### config.mk
export PLATFORM = sky130hd
export DESIGN_NAME = imul_seq
export DESIGN_NICKNAME = d
export VERILOG_FILES = /design/src/rtl/imul_pkg.sv /design/src/rtl/imul_step_counter.sv /design/src/rtl/imul_seq.sv
export SDC_FILE = /design/constraint.sdc
export NUM_CORES = 1
export LEC_CHECK = 0
export ABC_AREA = 1
export BUFFER_PORTS_ARGS = -buffer_cell sky130_fd_sc_hd__buf_2
export CORE_MARGIN = 3
export CORE_UTILIZATION = 45
export CTS_BUF_LIST = sky130_fd_sc_hd__clkbuf_8
export CTS_CLUSTER_DIAMETER = 60
export DETAILED_ROUTE_END_ITERATION = 10
export PLACE_DENSITY = 0.6
export SLEW_MARGIN = 20
export SYNTH_ARGS = -nofsm -noshare
export SYNTH_HDL_FRONTEND = slang
export SYNTH_SLANG_ARGS = --single-unit
### constraint.sdc
create_clock -name Clock -period 6.4 [get_ports Clock]
set_clock_uncertainty 0.05 [all_clocks]
set_input_delay 0.64 -clock Clock [delete_from_list [all_inputs] [get_ports Clock]]
set_output_delay 0.64 -clock Clock [all_outputs]
set_load 0.005 [all_outputs]
### src/rtl/imul_pkg.sv
// imul_pkg: state encoding and derived-width helper shared by the imul_seq multiplier.
// Rev 1.0
`default_nettype none

package imul_pkg;

  localparam logic [1:0] ST_IDLE = 2'd0;
  localparam logic [1:0] ST_RUN  = 2'd1;
  localparam logic [1:0] ST_DONE = 2'd2;

  typedef enum logic [1:0] {
    S_IDLE = ST_IDLE,
    S_RUN  = ST_RUN,
    S_DONE = ST_DONE
  } imul_state_e;

  // One extra bit so the counter can represent SIZE itself.
  function automatic int cnt_width(input int size);
    return $clog2(size) + 1;
  endfunction

endpackage

`default_nettype wire

### src/rtl/imul_step_counter.sv
// imul_step_counter: step counter with synchronous clear/enable and terminal count at SIZE-1.
// Rev 1.0
`default_nettype none

module imul_step_counter
  import imul_pkg::*;
#(
  parameter int SIZE  = 16,
  parameter int CNT_W = cnt_width(SIZE)
) (
  input  logic             Clock,
  input  logic             Reset,
  input  logic             clear_i,
  input  logic             enable_i,
  output logic [CNT_W-1:0] count_o,
  output logic             tc_o
);

  logic [CNT_W-1:0] count_q;
  logic [CNT_W-1:0] count_d;

  always_comb begin
    count_d = count_q;
    if (clear_i) begin
      count_d = '0;
    end else if (enable_i) begin
      count_d = count_q + 1'b1;
    end
  end

  always_ff @(posedge Clock) begin
    if (Reset) begin
      count_q <= '0;
    end else begin
      count_q <= count_d;
    end
  end

  assign count_o = count_q;
  assign tc_o    = (count_q == CNT_W'(SIZE - 1));

endmodule

`default_nettype wire

### src/rtl/imul_seq.sv
// imul_seq: iterative radix-2 shift-add multiplier, one partial product per cycle, Start/Done handshake.
// Optional signed mode via macro IMUL_SEQ_SIGNED_EN. Rev 1.0
`default_nettype none

module imul_seq
  import imul_pkg::*;
#(
  parameter int SIZE  = 16,
  parameter int CNT_W = cnt_width(SIZE)
) (
  input  logic              Clock,
  input  logic              Reset,
  input  logic              Start,
  input  logic [SIZE-1:0]   MulA,
  input  logic [SIZE-1:0]   MulB,
`ifdef IMUL_SEQ_SIGNED_EN
  input  logic              Signed,
`endif
  output logic              Busy,
  output logic              Done,
  output logic [2*SIZE-1:0] Product
);

  imul_state_e       state_q,   state_d;
  logic [SIZE-1:0]   mcand_q,   mcand_d;
  logic [SIZE-1:0]   shift_q,   shift_d;
  logic [2*SIZE-1:0] acc_q,     acc_d;
  logic [2*SIZE-1:0] product_q, product_d;

  logic [CNT_W-1:0]  step_cnt;
  logic              step_tc;
  logic              accept;
  logic [SIZE-1:0]   a_mag;
  logic [SIZE-1:0]   b_mag;
  logic [2*SIZE-1:0] addend;
  logic [2*SIZE-1:0] sum;
  logic [2*SIZE-1:0] result;

  assign accept = (state_q == S_IDLE) && Start;

  imul_step_counter #(
    .SIZE  (SIZE),
    .CNT_W (CNT_W)
  ) u_step_counter (
    .Clock    (Clock),
    .Reset    (Reset),
    .clear_i  (accept),
    .enable_i (state_q == S_RUN),
    .count_o  (step_cnt),
    .tc_o     (step_tc)
  );

  assign addend = {{SIZE{1'b0}}, mcand_q} << step_cnt;
  assign sum    = acc_q + (shift_q[0] ? addend : '0);

`ifdef IMUL_SEQ_SIGNED_EN
  logic sign_q, sign_d;

  // The magnitude of -2^(SIZE-1) still fits SIZE unsigned bits.
  assign a_mag  = (Signed && MulA[SIZE-1]) ? -MulA : MulA;
  assign b_mag  = (Signed && MulB[SIZE-1]) ? -MulB : MulB;
  assign result = sign_q ? -sum : sum;

  always_comb begin
    sign_d = sign_q;
    if (accept) begin
      sign_d = Signed & (MulA[SIZE-1] ^ MulB[SIZE-1]);
    end
  end

  always_ff @(posedge Clock) begin
    if (Reset) begin
      sign_q <= 1'b0;
    end else begin
      sign_q <= sign_d;
    end
  end
`else
  assign a_mag  = MulA;
  assign b_mag  = MulB;
  assign result = sum;
`endif

  always_comb begin
    state_d   = state_q;
    mcand_d   = mcand_q;
    shift_d   = shift_q;
    acc_d     = acc_q;
    product_d = product_q;
    case (state_q)
      S_IDLE: begin
        if (Start) begin
          mcand_d = a_mag;
          shift_d = b_mag;
          acc_d   = '0;
          state_d = S_RUN;
        end
      end
      S_RUN: begin
        acc_d   = sum;
        shift_d = shift_q >> 1;
        if (step_tc) begin
          product_d = result;
          state_d   = S_DONE;
        end
      end
      S_DONE: begin
        state_d = S_IDLE;
      end
      default: begin
        state_d = S_IDLE;
      end
    endcase
  end

  always_ff @(posedge Clock) begin
    if (Reset) begin
      state_q   <= S_IDLE;
      mcand_q   <= '0;
      shift_q   <= '0;
      acc_q     <= '0;
      product_q <= '0;
    end else begin
      state_q   <= state_d;
      mcand_q   <= mcand_d;
      shift_q   <= shift_d;
      acc_q     <= acc_d;
      product_q <= product_d;
    end
  end

  assign Busy    = (state_q != S_IDLE);
  assign Done    = (state_q == S_DONE);
  assign Product = product_q;

endmodule

`default_nettype wire

# Yosys cells after proc, flatten, opt, wreduce, memory -nomap -nowiden
# Index checks and enable logic that the tools add are counted.
[totals]
inputBits = 35
reg_bits = 103
output_inout_bits = 34
elab_cells = 31
[classes]
n_reduce_logical = 9
n_shift = 1
eq_ne = 5
add_sub_neg = 2
n_mux = 8
[ops]
columns = ["cell", "count"]
rows = [
  ["32-bit two-way mux", 2],
  ["32-bit case mux with 2 select lines", 1],
  ["32-bit adder", 1],
  ["16-bit case mux with 2 select lines", 1],
  ["16-bit by 5-bit left shift with 32-bit output", 1],
  ["16-bit two-way mux", 1],
  ["2-bit AND reduction", 4],
  ["5-bit by 1-bit adder with 5-bit output (second input constant)", 1],
  ["5-bit by 4-bit equality test with 1-bit output (second input constant)", 1],
  ["2-bit two-way mux", 2],
  ["2-bit inequality test (second input constant)", 2],
  ["2-bit case mux with 2 select lines", 1],
  ["2-bit nonzero test", 2],
  ["2-bit by 1-bit equality test with 1-bit output (second input constant)", 1],
  ["2-bit equality test (second input constant)", 1],
  ["2-bit zero test", 1],
  ["2-bit OR reduction", 1],
  ["1-bit logical AND", 1],
]

# Depth between registers and ports, before layout
# Gate-level depths: netlist (run 1).
[depth]
ltp_word = 4
depth_mapped = 26
ltp_nobuf = 26

# Modules after synthesis
# Synthesis (run 1) repeated with hierarchy kept, for this count alone.
[hier_totals]
cells_unflattened = 1100
hier_area_um2 = 6961.7
[by_module_without_submodules]
columns = ["module", "instances", "area_each_um2", "cells_each", "seq_area_each_um2"]
rows = [
  ["imul_seq", 1, 6739.0, 1071, 1961.9],
  ["imul_step_counter", 1, 222.7, 29, 100.1],
]

# Worst setup path after synthesis (run 1)
# No wires, ideal clock.
[synth_timing]
path_type = "register -> register"
from = "register u_step_counter.count_q[1] (netlist: u_step_counter.count_o[1])"
to = "register product_q[31] (netlist: Product[31])"
required_ps = 6241
period_less_slack_ps = 2721
arrival_ps = 2563
setup_time_ps = 109
n_path_buf = 3
path_stages_with_launch = 22
setup_slack_ps = 3679
path_cell_list = "dfxtp_1 -> buf_6 -> inv_2 -> buf_6 -> buf_6 -> o21ai_0 -> mux2i_1 -> a32oi_1 -> o22ai_1 -> ha_1 -> nand2_1 -> inv_1 -> a21oi_1 -> nand2_1 -> nand2_1 -> nand2_1 -> a21oi_1 -> nand2_2 -> nand2_1 -> nand2_1 -> nand2_1 -> inv_1"
[synth_via]
elab_chain_len = 3
elab_cells_between_ends = 5
[synth_lines]
columns = ["item", "line", "source"]
rows = [
  ["start, declared", "imul_step_counter.sv:19", "logic [CNT_W-1:0] count_q;"],
  ["start signal, assigned", "imul_step_counter.sv:35", "count_q <= count_d;"],
  ["16-bit by 5-bit left shift with 32-bit output", "imul_seq.sv:53", "assign addend = {{SIZE{1'b0}}, mcand_q} << step_cnt;"],
  ["32-bit two-way mux", "imul_seq.sv:54", "assign sum = acc_q + (shift_q[0] ? addend : '0);"],
  ["32-bit adder", "imul_seq.sv:54", ""],
  ["end signal, assigned", "imul_seq.sv:128", "product_q <= product_d;"],
  ["end, declared", "imul_seq.sv:28", "logic [2*SIZE-1:0] product_q, product_d;"],
]
# Several ways; a longest one is shown, not always the timed one.
# A chain may end at the register's enable or synchronous reset.

# Worst setup path after layout (run 1)
[layout_timing]
from = "register u_step_counter.count_q[0] (netlist: u_step_counter.count_o[0])"
to = "register product_q[19] (netlist: Product[19])"
# Same word-level chain as after synthesis.

==> results of run 1 <==
## critical path, cell delays in order (launching register included)
cell	delay [ps]
dfxtp_1	880
inv_2	320
nand2_1	130
nand2_1	80
o21ai_0	320
mux2i_1	160
mux2i_1	290
nor2_1	120
ha_1	360
nand2_1	130
nor2_2	140
inv_1	90
nor3_1	320
a21oi_1	160
nand2b_1	190
nand3_1	160
a21oi_1	80
## per-layer routing
layer | global-route usage [%] | routed length (um)
met1 | 32.5 | 10100
met2 | 35.5 | 8590
met3 | 3.71 | 848
met4 | 6.42 | 422
met5 | 0 | 0
## area by class of cell
cell class,instances,area (um^2),share of cell area (%)
Inverter,116,435,5.71
Timing Repair Buffer,73,378,4.96
Clock inverter,6,42.5,0.558
Tap cell,211,264,3.46
Sequential cell,103,2060,27.0
Multi-Input combinational cell,821,4300,56.5
Clock buffer,10,138,1.81
## flip-flops by register name, indices dropped and copies added (netlist names)
| name | count |
|---|---|
| shift_q | 16 |
| Product | 32 |
| state_q | 2 |
| mcand_q | 16 |
| acc_q | 32 |
| u_step_counter.count_o | 5 |
## through the flow
stage,std cells,total power (W)
finish,1340,0.00126
global route,1340,0.00132
detailed placement,1324,0.000872
floorplan,1089,0.000822
CTS,1340,0.00128
global placement,1324,0.000871
## cells in the mapped netlist (10+ instances only)
cell	instances
o21bai_1	18
o21ai_1	10
nand3_1	54
a21oi_1	82
dfxtp_1	103
nand2_1	306
nand3_2	15
o21ai_0	64
clkbuf_1	23
buf_2	15
a211oi_1	30
inv_1	110
xor2_1	13
ha_1	33
nor2_1	110
## worst paths after layout
check | start | end | slack [ps]
worst max-delay path | u_step_counter.count_o[0]$_SDFFE_PP0P_ | Product[19]$_SDFFE_PP0P_ | 2270
worst min-delay path | Product[11]$_SDFFE_PP0P_ | Product[11]$_SDFFE_PP0P_ | 420
worst max register to register | u_step_counter.count_o[0]$_SDFFE_PP0P_ | Product[19]$_SDFFE_PP0P_ | 2270
worst min register to register | Product[11]$_SDFFE_PP0P_ | Product[11]$_SDFFE_PP0P_ | 420
## cells by family after synthesis
| kind of cell | count (synthesis) | share of synthesized area (%) |
|---|---|---|
| AO/OA/AOI/OAI | 244 | 20.7 |
| multiplexers | 3 | 0.426 |
| flip-flops | 103 | 29.2 |
| adder cells (fa/ha/maj) | 34 | 6.14 |
| XOR/XNOR | 15 | 1.86 |
| buffers and inverters | 165 | 9.74 |
| AND/OR/NAND/NOR | 525 | 31.9 |
## where the power goes
group | internal (W) | switching (W)
logic | 0.0000554 | 0.000124
clock network | 0.000155 | 0.000247
registers | 0.000662 | 0.0000146
total | 0.000872 | 0.000386
==> results.txt, run 1 <==
Clock sinks: 103
Fin Setup TNS: 0 ps
Starting DRT DRC Count: 455
Commonest non-fill, non-tap cell in the layout: nand2_1
Mapped Cells: 1089
Remaining DRCs: 0
Most frequent cells in the layout: nand2_1, inv_1, nor2_1, dfxtp_1, a21oi_1
Register bit total from synthesis: 103
Initial Utilization: 46.2%
Reg2Reg Depth: 16
Worst Hold Margin: 418 ps
Rows: 45
Crit. End Element: flop
Ports: 69
Top_reg_cell synth: dfxtp_1
Synthesis-to-layout area growth: 8.09%
# fillers: 1626
Worst-path clk slew: 100 ps
Avg WL per Cell: 14.9 um
Synth warn: 0
Die Area: 0.0172 mm^2
Worst hold stages: 2
CTS tree: done
Outcome: finished, final reports clean
DP Area: 0.00744 mm^2
Chip height: 131 um
Largest cells by area after synthesis: dfxtp_1, nand2_1, ha_1
Final setup margin: 2270 ps
ANT nets after route: 0
Largest net degree at the start of global routing: 62
Headroom to the max-slew limit: 33.9%
Postcts setup bufs: 0
Fin nets: 1193
Critical path type: flop to flop
Avg Cell Area, Syn: 6.48 um^2
Grt ovf: 0
EDFF count, synth: 0
Ant diodes: 0
All-Layer GR Usage: 22.7%
Final HPWL DP: 15000 um
Drt first pass iters: 5
CTS buffer count: 9
Critical Path AT: 4320 ps
Placeable Area: 0.0153 mm^2
Total wire length: 20000 um
Max FO, Critical Path: 23
First-pass GRT wire length: 32400 um
Asr flop ratio synth: 0%
RSZ-0062 raised after global routing: no
H-tree levels: 3
Post-synth top area share: 29.2%
Clock latency on the worst-skew pair: 380 ps
Critical path launch point type: flop
GP Congestion: 0.937
Mapped Nets: 1158
Post-route cell area: 0.00762 mm^2
I/O Buffers: 68
Leakage power: 3.58 nW
Root Buffer: clkbuf_8
CP Data Required Time: 6600 ps
Post-Syn Area: 0.00705 mm^2
Fin. max-slew vios: 0
Max cap viols: 0
Pwr Density: 165 mW/mm^2
Worst-Margin Slew: 989 ps
Seq/Total Area, Yosys: 29.2%
Number of antenna violations at the first check in global routing: 0
Synth area leader: dfxtp_1
Vias: 6995
Clock Tree Buf Depth: 2
Final setup vio count: 0
Share of layout cells above drive strength 1: 12.1%
Chip Width: 131 um
VDD IR max: 0.125 mV
Synth cell types: 48
CTS Hold Bufs: 0
Tightest Hold Check Type: flop to flop
Period minus WS final: 4130 ps
Post-place setup slack: 2380 ps
FMAX: 0.242 GHz
Hold Vio Cnt, Final: 0
Final Core Density: 50.0%
Final Cycle Share: 64.5%
CTS resizes: 0
Vias per inst: 5.22
Vias in the first global route: 6340
Power figures use the tool's default switching activity.
==> run 2: changes to the inputs <==
--- a/config.mk
+++ b/config.mk
@@ -5,14 +5,14 @@
 export SDC_FILE = /design/constraint.sdc
 export NUM_CORES = 1
 export LEC_CHECK = 0
-export ABC_AREA = 1
+export ABC_AREA = 0
 export BUFFER_PORTS_ARGS = -buffer_cell sky130_fd_sc_hd__buf_2
 export CORE_MARGIN = 3
 export CORE_UTILIZATION = 45
 export CTS_BUF_LIST = sky130_fd_sc_hd__clkbuf_8
 export CTS_CLUSTER_DIAMETER = 60
 export DETAILED_ROUTE_END_ITERATION = 10
-export PLACE_DENSITY = 0.6
+export PLACE_DENSITY = 0.63
 export SLEW_MARGIN = 20
 export SYNTH_ARGS = -nofsm -noshare
 export SYNTH_HDL_FRONTEND = slang
==> constraint.sdc (replaced) <==
create_clock -name Clock -period 3.4 [get_ports Clock]
set_clock_uncertainty 0.05 [all_clocks]
set_input_delay 0.34 -clock Clock [delete_from_list [all_inputs] [get_ports Clock]]
set_output_delay 0.34 -clock Clock [all_outputs]
set_load 0.005 [all_outputs]
==> results.txt, run 2 <==
Outcome: complete, but fails checks (was finished, final reports clean)
Failing checks: negative setup slack
Avg Cell Area, Syn: 7.57 um^2 (was 6.48 um^2)
Post-synth top area share: 29.7% (was 29.2%)
Worst-path cell chain: buf_12 > mux2_4 > mux4_2 > a22oi_2 > o22ai_1 > and2_4 > ha_4 > buf_4 > nand2_2 > buf_4 > a2111oi_4 > o41ai_4 > or4_1 > nand3_1 (was inv_2 > nand2_1 > nand2_1 > o21ai_0 > mux2i_1 > mux2i_1 > nor2_1 > ha_1 > nand2_1 > nor2_2 > inv_1 > nor3_1 > a21oi_1 > nand2b_1 > nand3_1 > a21oi_1)
Drt first pass iters: 5 (unchanged)
Ports: 69 (unchanged)
Most frequent cell after synthesis: nand2_1 (unchanged)
Fin Setup TNS: -5440 ps (was 0 ps)
Final Cycle Share: 109% (was 64.5%)
Mapped Nets: 987 (was 1158)
CP Data Required Time: 3700 ps (was 6600 ps)
Vias: 7349 (was 6995)
Remaining DRCs: 0 (unchanged)
Fin. max-slew vios: 0 (unchanged)
EDFF count, synth: 0 (unchanged)
Clock latency on the worst-skew pair: 410 ps (was 380 ps)
All-Layer GR Usage: 25.1% (was 22.7%)
Max FO, Critical Path: 6 (was 23)
Hold Startpoint: MulB[15] (was Product[11]$_SDFFE_PP0P_)
H-tree levels: 3 (unchanged)
Root Buffer: clkbuf_8 (unchanged)
Total wire length: 21500 um (was 20000 um)
Ant diodes: 0 (unchanged)
Met3 wire len: 915 um (was 848 um)
RSZ-0062 raised after global routing: yes (was no)
Critical Path AT: 4000 ps (was 4320 ps)
Final setup margin: -299 ps (was 2270 ps)
Critical path type: flop to flop (unchanged)
Seq/Total Area, Yosys: 29.7% (was 29.2%)
Max cap viols: 0 (unchanged)
Chip height: 130 um (was 131 um)
Reg2Reg Depth: 14 (was 16)
Top_reg_cell synth: dfxtp_1 (unchanged)
GP Congestion: 0.890 (was 0.937)
Final Core Density: 65.0% (was 50.0%)
Synth cell types: 68 (was 48)
Placeable Area: 0.0148 mm^2 (was 0.0153 mm^2)
Most frequent cells in the layout: nand2_1, buf_4, dfxtp_1, a21oi_1, buf_2 (was nand2_1, inv_1, nor2_1, dfxtp_1, a21oi_1)
Clock Tree Buf Depth: 2 (unchanged)
Met2 wire len: 10000 um (was 8590 um)
Vias in the first global route: 6902 (was 6340)
Vias per inst: 5.69 (was 5.22)
CTS buffer count: 9 (unchanged)
CTS Hold Bufs: 0 (unchanged)
Period minus WS final: 3700 ps (was 4130 ps)
Worst hold stages: 3 (was 2)
Initial Utilization: 46.9% (was 46.2%)
Post-synth top cells: nand2_1, dfxtp_1, a21oi_1 (was nand2_1, inv_1, nor2_1)
CTS tree: done (unchanged)
CP bufs+invs: 3 (was 2)
Largest net degree at the start of global routing: 54 (was 62)
Most frequent CP cell: buf_4 (was nand2_1)
Worst-path clk slew: 130 ps (was 100 ps)
Synth area leader: dfxtp_1 (unchanged)
Grt ovf: 0 (unchanged)
Min-Delay Endpoint: shift_q[15]$_SDFFE_PP0P_ (was Product[11]$_SDFFE_PP0P_)
ANT nets after route: 0 (unchanged)
Largest cells by area after synthesis: dfxtp_1, nand2_1, a21oi_1 (was dfxtp_1, nand2_1, ha_1)
Synth warn: 0 (unchanged)
Avg WL per Cell: 16.6 um (was 14.9 um)
Post-Syn Area: 0.00695 mm^2 (was 0.00705 mm^2)
Chip Width: 130 um (was 131 um)
Commonest non-fill, non-tap cell in the layout: nand2_1 (unchanged)
Mapped Cells: 918 (was 1089)
Tightest Hold Check Type: primary input to flop (was flop to flop)
Headroom to the max-slew limit: 41.5% (was 33.9%)
Share of layout cells above drive strength 1: 35.8% (was 12.1%)
Synthesis-to-layout area growth: 38.4% (was 8.09%)
Uppermost layer routed: met4 (unchanged)
Crit-path max cell delay: 540 ps (was 880 ps)
Fin nets: 1171 (was 1193)
Hold Vio Cnt, Final: 0 (unchanged)
Crit path launch: u_step_counter.count_o[1]$_SDFFE_PP0P_ (was u_step_counter.count_o[0]$_SDFFE_PP0P_)
Worst-Margin Slew: 874 ps (was 989 ps)
Starting DRT DRC Count: 492 (was 455)
FMAX: 0.270 GHz (was 0.242 GHz)
Met1 Wirelength: 10000 um (was 10100 um)
Slowest cell on the critical path: mux4_2 (was dfxtp_1)
Crit. End Element: flop (unchanged)
Rows: 44 (was 45)
Worst R2R Start: u_step_counter.count_o[1]$_SDFFE_PP0P_ (was u_step_counter.count_o[0]$_SDFFE_PP0P_)
Critical path launch point type: flop (unchanged)
Final setup vio count: 32 (was 0)
R2r endpoint: Product[24]$_SDFFE_PP0P_ (was Product[19]$_SDFFE_PP0P_)
Clock sinks: 103 (unchanged)
Die Area: 0.0170 mm^2 (was 0.0172 mm^2)
I/O Buffers: 68 (unchanged)
R2R Setup Slk: -300 ps (was 2270 ps)
Crit-path leading delay family: multiplexers (was simple AND/OR/NAND/NOR gates)
Leakage power: 4.06 nW (was 3.58 nW)
VDD IR max: 0.294 mV (was 0.125 mV)
Final HPWL DP: 14800 um (was 15000 um)
Number of antenna violations at the first check in global routing: 0 (unchanged)
Register bit total from synthesis: 103 (unchanged)
Asr flop ratio synth: 0% (unchanged)
Pwr Density: 260 mW/mm^2 (was 165 mW/mm^2)
First-pass GRT wire length: 34300 um (was 32400 um)
[run 2: repair_timing]
action                                  CTS  global route
pin swaps                                54            33
endpoints found under the setup margin   38            48
gates resized for setup                 113            54
buffers inserted                         21             3
[run 2: cells by family (layout without fill, tap and decap cells)]
group / after synthesis / after routing / share of synthesized area [%]
mux: 40 / 40 / 7.72
fa+ha+maj: 34 / 34 / 6.23
xor+xnor: 26 / 26 / 3.38
buf+inv: 86 / 275 / 4.90
simple gates: 381 / 381 / 25.0
flops: 103 / 103 / 29.7
compound gates: 248 / 248 / 23.1
[run 2: worst max path at each step]
stage	cells past startpoint	slack (ps)	to
final	14	-300	Product[24]$_SDFFE_PP0P_
after global routing	14	-380	Product[24]$_SDFFE_PP0P_
after CTS	14	-250	acc_q[24]$_SDFFE_PP0P_
after detailed placement	16	-460	acc_q[24]$_SDFFE_PP0P_
after global placement	13	-400	acc_q[21]$_SDFFE_PP0P_
after floorplan	13	-170	acc_q[24]$_SDFFE_PP0P_
[run 2: power by group]
group	total [W]	internal, W	switching, W
clock network	0.000837	0.000300	0.000537
registers	0.00127	0.00124	0.0000285
logic	0.000397	0.000173	0.000224
[run 2: cell type report]
| type | instances | area (um^2) |
|---|---|---|
| Fill cell | 1265 | 5190 |
| Clock inverter | 7 | 93.8 |
| Multi-Input combinational cell | 729 | 5280 |
| Sequential cell | 103 | 2070 |
| Timing Repair Buffer | 243 | 1760 |
| Inverter | 16 | 60.1 |
| Clock buffer | 9 | 124 |
| Tap cell | 184 | 230 |
[run 2: per-stage QoR]
step                instances  area [um^2]  power, W  setup WS [ps]  hold WS, ps
global route             1291         9620   0.00261           -380         99.9
global placement         1254         8480   0.00164           -404          390
detailed placement       1254         8480   0.00165           -458          395
CTS                      1288         9340   0.00250           -251         73.8
finish                   1291         9620   0.00250           -299         96.5
floorplan                 918         7030   0.00150           -167          382
[run 2: per-layer routing]
layer	global-route usage [%]	up-vias
met5	0	-
met3	3.85	36
met2	40.3	207
met4	9.41	0
li1	-	3663
met1	34.2	3443
[run 2: worst reg2reg max path: cells and delay by family (launching register included)]
| family | cells | cell delay [ps] |
|---|---|---|
| DFF | 1 | 370 |
| and+or+nand+nor | 4 | 840 |
| buffers and inverters | 3 | 430 |
| adders and majority gates | 1 | 270 |
| AOI/OAI and AO/OA | 4 | 840 |
| muxes | 2 | 850 |
==> run 3: changes to the inputs <==
--- a/config.mk
+++ b/config.mk
@@ -10,7 +10,7 @@
 export CORE_MARGIN = 3
 export CORE_UTILIZATION = 45
 export CTS_BUF_LIST = sky130_fd_sc_hd__clkbuf_8
-export CTS_CLUSTER_DIAMETER = 60
+export CTS_CLUSTER_DIAMETER = 150
 export DETAILED_ROUTE_END_ITERATION = 10
 export PLACE_DENSITY = 0.63
 export SLEW_MARGIN = 20
==> constraint.sdc (replaced) <==
create_clock -name Clock -period 3.4 [get_ports Clock]
set_clock_uncertainty 0.05 [all_clocks]
set_input_delay 0.51 -clock Clock [delete_from_list [all_inputs] [get_ports Clock]]
set_output_delay 0.51 -clock Clock [all_outputs]
set_load 0.005 [all_outputs]
==> results.txt, run 3 (synthesis results as in run 2) <==
Outcome: complete, but fails checks (unchanged)
Failing checks: negative setup slack (unchanged)
RSZ-0062 raised after global routing: yes (unchanged)
Vias in the first global route: 6730 (was 6902)
Critical path launch point type: flop (unchanged)
Power consumption: 0.00252 W (was 0.00250 W)
Most frequent cells in the layout: nand2_1, buf_4, dfxtp_1, a21oi_1, buf_2 (unchanged)
Pwr Density: 260 mW/mm^2 (about the same)
GRT busiest layer: met2 (unchanged)
FMAX: 0.268 GHz (was 0.270 GHz)
Root Buffer: clkbuf_8 (unchanged)
Leakage power: 4.08 nW (was 4.06 nW)
Vias: 7399 (was 7349)
Placeable Area: 0.0148 mm^2 (unchanged)
Avg WL per Cell: 16.5 um (was 16.6 um)
Total wire length: 21600 um (was 21500 um)
Worst-path clk slew: 120 ps (was 130 ps)
Chip Width: 130 um (unchanged)
CTS buffer count: 9 (unchanged)
Critical path type: flop to flop (unchanged)
Period minus WS final: 3730 ps (was 3700 ps)
Fin. max-slew vios: 0 (unchanged)
Grt ovf: 0 (unchanged)
Final Core Density: 65.4% (was 65.0%)
Final setup vio count: 32 (unchanged)
Vias per inst: 5.68 (was 5.69)
GR Util met2: 40.5% (was 40.3%)
Critical Path AT: 3970 ps (was 4000 ps)
All-Layer GR Usage: 24.6% (was 25.1%)
Reg2Reg Depth: 12 (was 14)
Tightest Hold Check Type: primary input to flop (unchanged)
Clock Tree Buf Depth: 2 (unchanged)
Max FO, Critical Path: 8 (was 6)
Worst-Margin Slew: 971 ps (was 874 ps)
Ant diodes: 0 (unchanged)
Post-place setup slack: -566 ps (was -458 ps)
Rows: 44 (unchanged)
H-tree levels: 3 (unchanged)
Hold Vio Cnt, Final: 0 (unchanged)
Max cap viols: 0 (unchanged)
Final setup margin: -334 ps (was -299 ps)
Clock sinks: 103 (unchanged)
VDD IR max: 0.246 mV (was 0.294 mV)
Ports: 69 (unchanged)
ANT nets after route: 0 (unchanged)
I/O Buffers: 68 (unchanged)
Die Area: 0.0170 mm^2 (unchanged)
Crit. End Element: flop (unchanged)
Worst hold stages: 3 (unchanged)
CTS tree: done (unchanged)
Commonest non-fill, non-tap cell in the layout: nand2_1 (unchanged)
GR Util met1: 33.6% (was 34.2%)
GP Congestion: 0.913 (was 0.890)
Synthesis-to-layout area growth: 39.4% (was 38.4%)
Largest net degree at the start of global routing: 54 (unchanged)
Initial Utilization: 46.9% (unchanged)
Headroom to the max-slew limit: 35.3% (was 41.5%)
Final HPWL DP: 14800 um (about the same)
Worst-path cell chain: buf_8 > mux4_2 > mux4_2 > nor2b_4 > ha_4 > a21oi_4 > o21ai_2 > or3b_4 > a21o_4 > o41ai_4 > xor2_1 > o21ai_1 (was buf_12 > mux2_4 > mux4_2 > a22oi_2 > o22ai_1 > and2_4 > ha_4 > buf_4 > nand2_2 > buf_4 > a2111oi_4 > o41ai_4 > or4_1 > nand3_1)
Number of antenna violations at the first check in global routing: 0 (unchanged)
CP Data Required Time: 3640 ps (was 3700 ps)
Final Cycle Share: 110% (was 109%)
Share of layout cells above drive strength 1: 36.8% (was 35.8%)
Global-route track usage on met3: 4.22% (was 3.85%)
Crit-path max cell delay: 510 ps (was 540 ps)
Most frequent CP cell: mux4_2 (was buf_4)
CTS Hold Bufs: 0 (unchanged)
Fin nets: 1183 (was 1171)
Remaining DRCs: 0 (unchanged)
Drt first pass iters: 8 (was 5)
Chip height: 130 um (unchanged)
Starting DRT DRC Count: 537 (was 492)
Slowest cell on the critical path: mux4_2 (unchanged)
First-pass GRT wire length: 33500 um (was 34300 um)
Clock latency on the worst-skew pair: 420 ps (was 410 ps)
==> run 3: cell count changes in the layout (fill, tap and decap cells not counted), sizes merged <==
cell / change
buf: +12
clkinv: -2
clkinvlp: +2
==> run 3: repair_timing <==
action,in CTS,in global routing
resized for setup,71,102
endpoints found under the setup margin,41,44
pin swaps,31,37
buffers inserted,15,16
==> run 3: power breakdown <==
part / switching, W / total [W] / leakage [nW] / internal, W
combinational: 0.000234 / 0.000419 / 3.14 / 0.000185
clock: 0.000538 / 0.000834 / 0.102 / 0.000296
sequential: 0.0000287 / 0.00127 / 0.837 / 0.00124
==> run 3: final cells by class <==
cell class / instances / area, um^2
inverters: 16 / 63.8
repair buffers: 255 / 1820
well taps: 184 / 230
clock buffers: 9 / 124
fillers: 1287 / 5120
multi-input cells: 729 / 5290
flip-flops and latches: 103 / 2070
clock inverters: 7 / 87.6
==> run 3: routing by layer <==
metal / part of all wire, % / vias to the layer above / wire length (um)
met5: 0 / - / 0
met4: 1.6 / 0 / 344
met3: 4.1 / 27 / 889
met2: 47 / 177 / 10200
met1: 47 / 3490 / 10100
li1: - / 3705 / -
==> run 3: metrics by stage <==
stage	hold slack, ps	setup TNS, ps	std cells	cell area [um^2]
CTS	253	-3410	1289	9110
global placement	387	-12230	1258	8500
global route	254	-9140	1303	9690
floorplan	382	-774	918	7030
finish	269	-4750	1303	9690
detailed placement	392	-13770	1258	8500
==> run 3: critical path: cells and delay by family, from the launching register on <==
kind | cells | cell delay (ps)
muxes | 2 | 1020
AOI/OAI and AO/OA | 5 | 930
and+or+nand+nor | 2 | 580
DFF | 1 | 460
adders and majority gates | 1 | 220
xor gates and xnor gates | 1 | 180
buffers and inverters | 1 | 150
==> run 3: worst paths after layout <==
path	startpoint	endpoint	slack [ps]
max reg2reg	u_step_counter.count_o[1]$_SDFFE_PP0P_	acc_q[24]$_SDFFE_PP0P_	-330
min	MulA[11]	mcand_q[11]$_SDFFE_PP0P_	270
max	u_step_counter.count_o[1]$_SDFFE_PP0P_	acc_q[24]$_SDFFE_PP0P_	-330
min reg2reg	Product[9]$_SDFFE_PP0P_	Product[9]$_SDFFE_PP0P_	400
